[src/rtl/vanilla_exe_bubble_classifier_pkg.sv]
// Shared types for the EXE bubble classification stream.
// Defines bubble type codes and the default run record layout.
package vanilla_exe_bubble_classifier_pkg;

  localparam int exe_pc_width_gp  = 24;
  localparam int exe_run_width_gp = 16;

  typedef enum logic [31:0] {
    e_exe_no_bubble    = 32'd0,
    e_exe_branch_miss  = 32'd1,
    e_exe_icache_miss  = 32'd2,
    e_exe_fdiv_busy    = 32'd3,
    e_exe_dcache_miss  = 32'd4,
    e_exe_idiv_busy    = 32'd5,
    e_exe_barrier      = 32'd6
  } exe_bubble_type_e;

  typedef struct packed {
    exe_bubble_type_e              btype;
    logic [exe_pc_width_gp-1:0]    pc;
    logic [exe_run_width_gp-1:0]   len;
  } vanilla_exe_bubble_record_s;

endpackage

[src/rtl/bsg_fifo_1r1w_small.sv]
// Small 1-read/1-write FIFO, valid/ready in, valid/yumi out.
// Ports: clk_i, reset_n_i (sync, low), v_i/data_i/ready_o, v_o/data_o/yumi_i.
module bsg_fifo_1r1w_small #(
  parameter int width_p = 8,
  parameter int els_p   = 4
) (
  input  logic               clk_i,
  input  logic               reset_n_i,
  input  logic               v_i,
  input  logic [width_p-1:0] data_i,
  output logic               ready_o,
  output logic               v_o,
  output logic [width_p-1:0] data_o,
  input  logic               yumi_i
);

  localparam int aw_lp = $clog2(els_p);

  logic [width_p-1:0] mem_q [els_p];
  logic [aw_lp:0]     wptr_q, wptr_d;
  logic [aw_lp:0]     rptr_q, rptr_d;
  logic               full, empty, push, pop;

  // extra pointer bit tells full from empty
  assign empty = (wptr_q == rptr_q);
  assign full  = (wptr_q[aw_lp] != rptr_q[aw_lp])
               & (wptr_q[aw_lp-1:0] == rptr_q[aw_lp-1:0]);

  assign ready_o = ~full;
  assign v_o     = ~empty;
  assign data_o  = mem_q[rptr_q[aw_lp-1:0]];

  assign push = v_i & ~full;
  assign pop  = yumi_i & ~empty;

  always_comb begin
    wptr_d = wptr_q;
    rptr_d = rptr_q;
    if (push) wptr_d = wptr_q + 1'b1;
    if (pop)  rptr_d = rptr_q + 1'b1;
  end

  always_ff @(posedge clk_i) begin
    if (!reset_n_i) begin
      wptr_q <= '0;
      rptr_q <= '0;
    end else begin
      wptr_q <= wptr_d;
      rptr_q <= rptr_d;
    end
  end

  always_ff @(posedge clk_i) begin
    if (push) mem_q[wptr_q[aw_lp-1:0]] <= data_i;
  end

endmodule

[src/rtl/vanilla_exe_bubble_profiler.sv]
// EXE bubble profiler: per-type saturating counters plus run-length
// records of identical bubbles, buffered for a valid/ready consumer.
// Ports: clk_i, reset_n_i, en_i, stall_all_i, exe_bubble_type_i/pc_i,
// clear_i, cnt_sel_i/cnt_o, rec_v_o/rec_ready_i/rec_o, drop_cnt_o, err_o.
module vanilla_exe_bubble_profiler
  import vanilla_exe_bubble_classifier_pkg::*;
#(
  parameter int pc_width_p      = 24,
  parameter int num_types_p     = 32,
  parameter int counter_width_p = 32,
  parameter int run_width_p     = 16,
  parameter int fifo_els_p      = 4,
  localparam int sel_w_lp       = $clog2(num_types_p),
  localparam int rec_w_lp       = 32 + pc_width_p + run_width_p
) (
  input  logic                       clk_i,
  input  logic                       reset_n_i,
  input  logic                       en_i,
  input  logic                       stall_all_i,
  input  logic [31:0]                exe_bubble_type_i,
  input  logic [pc_width_p-1:0]      exe_bubble_pc_i,
  input  logic                       clear_i,
  input  logic [sel_w_lp-1:0]        cnt_sel_i,
  output logic [counter_width_p-1:0] cnt_o,
  output logic                       rec_v_o,
  input  logic                       rec_ready_i,
  output logic [rec_w_lp-1:0]        rec_o,
  output logic [counter_width_p-1:0] drop_cnt_o,
  output logic                       err_o
);

  typedef struct packed {
    logic [31:0]             btype;
    logic [pc_width_p-1:0]   pc;
    logic [run_width_p-1:0]  len;
  } rec_t;

  typedef enum logic {IDLE, RUN} state_e;

  state_e                 state_q, state_d;
  logic [31:0]            type_q, type_d;
  logic [pc_width_p-1:0]  pc_q, pc_d;
  logic [run_width_p-1:0] len_q, len_d;

  // padded to a power of two; unused slots never count
  logic [counter_width_p-1:0] cnt_q [2**sel_w_lp];
  logic [counter_width_p-1:0] drop_q;
  logic                       err_q;

  logic       acc, inv, bubble, same, close;
  logic       fifo_ready;
  rec_t       push_rec;
  logic [sel_w_lp-1:0] idx;

  assign acc    = en_i & ~stall_all_i;
  assign inv    = exe_bubble_type_i >= 32'(num_types_p);
  // invalid codes behave as no_bubble for run tracking
  assign bubble = ~inv
                & (exe_bubble_type_i != 32'(e_exe_no_bubble));
  assign same   = (exe_bubble_type_i == type_q)
                & (exe_bubble_pc_i == pc_q);
  assign idx    = exe_bubble_type_i[sel_w_lp-1:0];

  always_comb begin
    state_d = state_q;
    type_d  = type_q;
    pc_d    = pc_q;
    len_d   = len_q;
    close   = 1'b0;
    unique case (state_q)
      IDLE: begin
        if (acc & bubble) begin
          state_d = RUN;
          type_d  = exe_bubble_type_i;
          pc_d    = exe_bubble_pc_i;
          len_d   = run_width_p'(1);
        end
      end
      RUN: begin
        if (!en_i) begin
          close   = 1'b1;
          state_d = IDLE;
        end else if (acc) begin
          if (!bubble) begin
            close   = 1'b1;
            state_d = IDLE;
          end else if (same & ~&len_q) begin
            len_d = len_q + 1'b1;
          end else begin
            close  = 1'b1;
            type_d = exe_bubble_type_i;
            pc_d   = exe_bubble_pc_i;
            len_d  = run_width_p'(1);
          end
        end
      end
      default: state_d = IDLE;
    endcase
  end

  always_ff @(posedge clk_i) begin
    if (!reset_n_i) begin
      state_q <= IDLE;
      type_q  <= '0;
      pc_q    <= '0;
      len_q   <= '0;
    end else begin
      state_q <= state_d;
      type_q  <= type_d;
      pc_q    <= pc_d;
      len_q   <= len_d;
    end
  end

  always_ff @(posedge clk_i) begin
    if (!reset_n_i) begin
      for (int i = 0; i < 2**sel_w_lp; i++) cnt_q[i] <= '0;
      drop_q <= '0;
      err_q  <= 1'b0;
    end else begin
      if (acc & inv) err_q <= 1'b1;
      if (clear_i) begin
        for (int i = 0; i < 2**sel_w_lp; i++) cnt_q[i] <= '0;
        drop_q <= '0;
      end else begin
        if (acc & ~inv & ~&cnt_q[idx])
          cnt_q[idx] <= cnt_q[idx] + 1'b1;
        if (close & ~fifo_ready & ~&drop_q)
          drop_q <= drop_q + 1'b1;
      end
    end
  end

  assign push_rec.btype = type_q;
  assign push_rec.pc    = pc_q;
  assign push_rec.len   = len_q;

  bsg_fifo_1r1w_small #(
    .width_p (rec_w_lp),
    .els_p   (fifo_els_p)
  ) u_fifo (
    .clk_i     (clk_i),
    .reset_n_i (reset_n_i),
    .v_i       (close),
    .data_i    (push_rec),
    .ready_o   (fifo_ready),
    .v_o       (rec_v_o),
    .data_o    (rec_o),
    .yumi_i    (rec_ready_i)
  );

  assign cnt_o      = cnt_q[cnt_sel_i];
  assign drop_cnt_o = drop_q;
  assign err_o      = err_q;

endmodule

[config.mk]
export PLATFORM = sky130hd
export DESIGN_NAME = vanilla_exe_bubble_profiler
export DESIGN_NICKNAME = d
export VERILOG_FILES = /design/src/rtl/vanilla_exe_bubble_classifier_pkg.sv /design/src/rtl/bsg_fifo_1r1w_small.sv /design/src/rtl/vanilla_exe_bubble_profiler.sv
export SDC_FILE = /design/constraint.sdc
export NUM_CORES = 2
export LEC_CHECK = 0
export ABC_AREA = 1
export CAP_MARGIN = 10
export CORE_MARGIN = 3
export CORE_UTILIZATION = 25
export DETAILED_ROUTE_END_ITERATION = 7
export PLACE_DENSITY_LB_ADDON = 0.25
export SLEW_MARGIN = 20
export SYNTH_ARGS = -nofsm -noshare
export SYNTH_HDL_FRONTEND = slang
export SYNTH_SLANG_ARGS = --single-unit
[constraint.sdc]
create_clock -name clk_i -period 7 [get_ports clk_i]
set_input_delay 1.05 -clock clk_i [delete_from_list [all_inputs] [get_ports clk_i]]
set_output_delay 1.05 -clock clk_i [all_outputs]
set_load 0.1 [all_outputs]
# Yosys cells after proc, flatten, opt, wreduce, memory -nomap -nowiden
# Memory sizes are Yosys's and may differ from the RTL's. A register that Yosys moved wholly into a read port is not among the register bits.
# Cells that the tools add are included.
totals:
  regBits: 112
  mem_bits_rw: 1312
  in_bits: 67
  out_inout_bits: 138
  elab_cells: 163
  mem_count: 2
op_classes:
  n_addsub: 5
  magnitude_cmp: 1
  eq_ne: 10
  muxes: 75
  bitwise_logic: 51
  n_reduce_logical: 11
mem_list:
  columns: ["name", "depth", "word_bits", "read_ports", "rd_clocked_by_memory_dff", "write_ports", "line_no", "source"]
  rows:
  - ["cnt_q", 32, 32, 2, 0, 32, "vanilla_exe_bubble_profiler.sv:46", "logic [counter_width_p-1:0] cnt_q [2**sel_w_lp];"]
  - ["u_fifo.mem_q", 4, 72, 1, 1, 1, "bsg_fifo_1r1w_small.sv:19", "logic [width_p-1:0] mem_q [els_p];"]
op_table:
  columns: ["op", "count"]
  rows:
  - ["$mux W32", 38]
  - ["$mux W24", 5]
  - ["$mux W16", 5]
  - ["$add A32 B1 Y32 const B", 2]
  - ["$pmux W32 S2", 1]
  - ["$reduce_and A32 Y1", 2]
  - ["$pmux W24 S2", 1]
  - ["$eq A32 B32 Y1", 1]
  - ["$ge A32 B6 Y1 const B", 1]
  - ["$or A1 B1 Y1", 32]
  - ["$pmux W16 S2", 1]
  - ["$reduce_bool A32 Y1", 1]
  - ["$reduce_or A32 Y1", 1]
  - ["$eq A24 B24 Y1", 1]
  - ["$mux W1", 20]
  - ["$add A16 B1 Y16 const B", 1]
  - ["$reduce_and A16 Y1", 1]
  - ["$and A1 B1 Y1", 13]
  - ["$add A3 B1 Y3 const B", 2]
  - ["$ne A2 B2 Y1 const B", 3]
  - ["$not A1 Y1", 6]
  - ["$mux W5", 1]
  - ["$reduce_and A5 Y1", 1]
  - ["$mux W2", 2]
  - ["other kinds (8)", 11]

# Longest topological paths before layout
depth:
  ltp_word: 11
  depth_mapped: 24
  depth_no_buf: 19

# Cells and area by module
# From an unflattened synthesis, not the netlist that was laid out.
unflattened:
  hier_cells: 8213
  area_unflattened_um2: 72006.6
modules_own_cells:
  columns: ["module", "instances", "cells_each", "area_each_um2", "seq_area_each_um2"]
  rows:
  - ["vanilla_exe_bubble_profiler", 1, 7445, 60880.9, 32871.5]
  - ["bsg_fifo_1r1w_small", 1, 768, 11125.7, 8808.4]

# Worst setup path after synthesis
# Ideal clock, no wire load.
synth_timing:
  kind: "in2reg"
  startpoint: "input exe_bubble_type_i[0]"
  endpoint: "memory u_fifo.mem_q[0][0] in the netlist's numbering (enable)"
  setup_time_ns: 0.503
  arrival_ns: 5.760
  required_time_ns: 6.497
  path_slack_ns: 0.737
  stages: 12
  n_path_buf: 3
  path_cell_list: "buf_2 buf_2 nor2_2 buf_2 inv_1 nor2_1 inv_1 nand2_1 a22oi_1 nand2_1 o21ai_1 nor2_1"
synth_between:
  elab_chain_cells: 11
  elab_cells_between_ends: 15
  classes_between: "order compare: 1; eq/ne: 1; mux: 7; bitwise: 5; reduce/logical: 1"
synth_rtl:
  columns: ["item", "line_no", "source"]
  rows:
  - ["from (decl)", "vanilla_exe_bubble_profiler.sv:20", "input logic [31:0] exe_bubble_type_i,"]
  - ["branches (longest 4 deep; another with $ge A32 B6 Y1)", null, null]
  - ["$mux W1 *", "vanilla_exe_bubble_profiler.sv:84", "if (!bubble) begin"]
  - ["$mux W1 *", "vanilla_exe_bubble_profiler.sv:83", "end else if (acc) begin"]
  - ["$mux W1 *", "vanilla_exe_bubble_profiler.sv:80", "if (!en_i) begin"]
  - ["$mux W1 *", "vanilla_exe_bubble_profiler.sv:70", "unique case (state_q)"]
  - ["$and A1 B1 Y1 *", "bsg_fifo_1r1w_small.sv:33", "assign push = v_i & ~full;"]
  - ["$mux W1 *", "bsg_fifo_1r1w_small.sv:54", "if (push) mem_q[wptr_q[aw_lp-1:0]] <= data_i;"]
  - ["$mux W1 (not written as such) *", "bsg_fifo_1r1w_small.sv:54", null]
  - ["to (decl)", "bsg_fifo_1r1w_small.sv:19", null]
# Mark *: on every way between the ends.

# Worst setup path in the final report
layout_timing:
  startpoint: "input cnt_sel_i[0]"
  endpoint: "output cnt_o[19]"
layout_between:
  elab_chain_cells: 1
layout_rtl:
  columns: ["item", "line_no", "source"]
  rows:
  - ["from (decl)", "vanilla_exe_bubble_profiler.sv:23", "input logic [sel_w_lp-1:0] cnt_sel_i,"]
  - ["$mem_v2 Z32 W32", null, null]
  - ["to (decl)", "vanilla_exe_bubble_profiler.sv:24", "output logic [counter_width_p-1:0] cnt_o,"]
# No other way between the ends.

==> flow_summary_export.csv <==
group,metric,value,unit
sta,layout_worst_path_cycle_share,0.844,
critical_path,start_kind,"input port",
critical_path,rr_startpoint,"cnt_q[7][1]$_SDFFCE_PN0P_",
layout,syn_to_final_growth,16.5,%
synth,synth_seq_area_share,0.564,
critical_path,worstPathCellList,"buf_8 -> inv_8 -> buf_12 -> o21ai_0 -> o221ai_1 -> nand3_1 -> a32oi_1 -> buf_4",
sta,report.final.slew_viol_count,0,
sta,slew_headroom,0.138,
clocking,ctsRootBufferMaster,"sky130_fd_sc_hd__clkbuf_16",
global_routing,grt_usage,0.203,
sta,totalNegativeSetupSlack,0,ps
sta,worst-slew-pin-transition,1290,ps
sta,maxClockFrequency,169,MHz
critical_path,cp.buffers_inverters,4,
pwr,p_int,0.0152,W
clocking,hold_buffers,0,
sta,skew,80.3,ps
detailed_routing,first_iter_violations,8436,
detailed_routing,wl_per_cell,25.2,um
global_routing,first_global_vias,61100,
critical_path,setup.worst_path.end_class,"output pin",
detailed_routing,wirelength,318000,um
hold_path,worst_hold_startpoint,"drop_cnt_o[26]$_SDFFE_PP0P_",
clocking,post_cts_resized,0,
synth,synth_top_flop_cell,"sky130_fd_sc_hd__edfxtp_1",
pwr,power_switching,0.00579,W
clocking,cts_max_level,4,
pwr,net_sw_frac,0.275,
synth,yosys_cell_types,42,
run_status,status,"finished clean",
clocking,postCtsSetupRepairBufs,0,
hold_path,min-delay-path-class,"reg2reg",
critical_path,critPathMaxStageDelay,610,ps
pwr,seq_power_share,0.458,
layout,finalCoreUtilization,0.294,
pwr,power.clock.fraction,0.431,
sta,fin_ws,1090,ps
critical_path,maximum_fanout_encountered_on_the_critical_timing_path,114,
hold_path,whs_endpoint,"drop_cnt_o[26]$_SDFFE_PP0P_",
clocking,cts_tree,"built",
clocking,clock-sinks,1426,
run,max_cap_violations,0,
critical_path,crit_arrival,4860,ps
synth,synth_cells,8639,
synth,synthesis.area_per_instance,8.55,um^2
sta,finalHoldViolCount,0,
global_routing,wire_length_of_the_first_global_routing_pass,452000,um
sta,rsz0062_at_grt,"false",
critical_path,cell_with_the_largest_stage_delay_on_the_worst_path,"sky130_fd_sc_hd__o221ai_1",
placed_design,numPortBuffers,204,
sta,post-route-min-period,5910,ps
clocking,cts-buffers-inserted,176,
layout,postLayoutCellArea,0.0860,mm^2
global_routing,gr-total-overflow,0,
die,core_area,0.293,mm^2
pwr,leakagePower,32.1,nW
placed_design,placement.setup.worst_slack,868,ps
critical_path,critical_path.reg2reg.endpoint,"cnt_q[21][7]$_SDFFCE_PN0P_",
pwr,peakVddDrop,0.178,mV
clocking,insertion_delay,880,ps
synth,ys_async_sr_fraction,0,
detailed_routing,detailedRoute.firstPassIterationCount,6,
critical_path,setup_slack_on_the_worst_flop_to_flop_path,2760,ps
detailed_routing,post-route-drc-count,0,
die,number_of_i_o_pins,205,
placed_design,place_hpwl,197000,um
clocking,cts.clk_slew.worst_paths,50,ps
hold_path,worst_hold_path_depth,2,
critical_path,ff2ff_path_depth,18,
detailed_routing,via_per_inst,5.15,
die,site_row_count,198,
synth,synth_fp_nets,8714,
sta,final.hold.worst_slack,478,ps
synth,synth-edff-count,1312,
die,starting_density_of_the_core,0.252,
die,die-height,550,um
global_routing,number_of_antenna_violations_at_the_first_check_in_global_routing,8,
detailed_routing,drt.antenna.violating_nets,0,
global_routing,pin_count_of_the_biggest_net_entering_global_routing,138,
die,die-area,0.302,mm^2
placed_design,gpl.final_weighted_congestion,0.913,
layout,num-nets-final,8679,
layout,final.fill_count,30500,
pwr,cellPowerDensity,245,mW/mm^2
synth,count_of_synthesis_stage_warnings_from_yosys,0,
critical_path,worst-endpoint-required,5950,ps
critical_path,critPathKind,"in2out",
detailed_routing,route.vias.total,65100,
pwr,combPwrFrac,0.112,
synth,post_synth_instance_area,0.0739,mm^2
sta,finish_stage_setup_viols,0,
placed_design,place_area,0.0805,mm^2
die,dieWidth,550,um
critical_path,worst_path_dominant_cell_family,"buffers and inverters",
layout,drive_gt1_frac,0.0781,
clocking,max-clock-path-buffers,4,
synth,ys_ff_latch,1426,
registers in the layout (all words and copies together) (netlist names), named ones only:
signal	cells
cnt_q	1024
drop_cnt_o	32
err_o	1
len_q	16
pc_q	24
state_q	1
type_q	32
u_fifo.mem_q	288
u_fifo.rptr_q	3
u_fifo.wptr_q	3
final cells by class:
class | instances | area [um^2] | area share
sequential | 1426 | 41700 | 0.485
multi-input combinational | 6320 | 28400 | 0.330
tap | 3900 | 4880 | 0.0567
timing repair buffer | 480 | 4730 | 0.0549
clock buffer | 221 | 4680 | 0.0544
clock inverter | 87 | 851 | 0.00989
inverter | 200 | 792 | 0.00921
antenna | 8 | 20.0 | 0.000233
tightest hold or removal path: cells and delay by family (launching register included):
kind / cells / cell delay [ps]
simple gates: 1 / 60
flops: 1 / 320
compound gates: 1 / 50
synthesized netlist by cell type, types with 34 or more instances:
| cell | n | area [um^2] |
|---|---|---|
| sky130_fd_sc_hd__a21oi_1 | 155 | 776 |
| sky130_fd_sc_hd__edfxtp_1 | 1312 | 39400 |
| sky130_fd_sc_hd__o221ai_1 | 148 | 1300 |
| sky130_fd_sc_hd__a31oi_1 | 51 | 319 |
| sky130_fd_sc_hd__nand4_1 | 65 | 407 |
| sky130_fd_sc_hd__dfxtp_1 | 114 | 2280 |
| sky130_fd_sc_hd__nand2_1 | 2630 | 9870 |
| sky130_fd_sc_hd__o211ai_1 | 57 | 428 |
| sky130_fd_sc_hd__buf_1 | 34 | 128 |
| sky130_fd_sc_hd__nand3_1 | 202 | 1010 |
| sky130_fd_sc_hd__buf_2 | 177 | 886 |
| sky130_fd_sc_hd__inv_1 | 189 | 709 |
| sky130_fd_sc_hd__o21ai_0 | 778 | 3890 |
| sky130_fd_sc_hd__nor2_1 | 1872 | 7030 |
| sky130_fd_sc_hd__buf_4 | 78 | 586 |
| sky130_fd_sc_hd__xnor2_1 | 70 | 613 |
| sky130_fd_sc_hd__xor2_1 | 39 | 342 |
| sky130_fd_sc_hd__o22ai_1 | 110 | 688 |
| sky130_fd_sc_hd__clkbuf_1 | 373 | 1400 |
layout by cell type, fill, tap and decap left out, drive strengths merged, types with 28 or more instances in the layout:
cell	n
a31oi	51
nor3	37
buf	315
a21oi	155
nand3	235
xnor2	70
nor2	1880
edfxtp	1312
inv	203
clkbuf	222
dfxtp	114
clkdlybuf4s50	164
o21ai	779
nand2	2631
o211ai	57
nand4	65
clkinv	60
o221ai	148
o22ai	110
xor2	39
a32oi	28
power groups by stage:
stage / combinational, W / clock [W] / sequential, W
2_1_floorplan: 0.00127 / 0 / 0.00976
3_3_place_gp: 0.00230 / 0 / 0.00980
3_5_place_dp: 0.00231 / 0 / 0.00980
4_1_cts: 0.00231 / 0.00920 / 0.00963
5_1_grt: 0.00246 / 0.00952 / 0.00965
6_report: 0.00235 / 0.00906 / 0.00963
how the worst max path moves through the flow:
stage                              endpoint            startpoint  slack, ps  depth (start not counted)
2_1_floorplan  u_fifo.mem_q[0][0]$_DFFE_PP_  exe_bubble_type_i[0]        740                         12
3_3_place_gp    cnt_q[21][25]$_SDFFCE_PN0P_  exe_bubble_type_i[3]        720                         18
3_5_place_dp    cnt_q[21][25]$_SDFFCE_PN0P_  exe_bubble_type_i[3]        870                         18
4_1_cts                           cnt_o[19]          cnt_sel_i[0]       1370                          8
5_1_grt                           cnt_o[19]          cnt_sel_i[0]       1120                          8
6_report                          cnt_o[19]          cnt_sel_i[0]       1090                          8
per-layer routing:
layer	GRT usage	vias to the layer above	routed length, um
li1	-	28900	-
met1	0.274	31800	133000
met2	0.312	3694	139000
met3	0.0375	698	29200
met4	0.0986	8	16900
met5	0	-	58
through the flow:
stage	instances	power, W
after floorplan	8639	0.0110
after global placement	12300	0.0121
after detailed placement	12300	0.0121
after CTS	12600	0.0211
after global routing	12600	0.0216
final	12600	0.0210
cell families (layout without fill, tap and decap cells):
kind of cell	Yosys count	after routing	synth area share
XOR/XNOR	109	109	0.0129
buffers and inverters	893	988	0.0555
AO/OA/AOI/OAI	1338	1338	0.105
AND/OR/NAND/NOR	4865	4865	0.261
other	0	8	0
adder cells (fa/ha/maj)	8	8	0.00136
flip-flops	1426	1426	0.564
No activity file was read; power rests on OpenSTA's default activity.
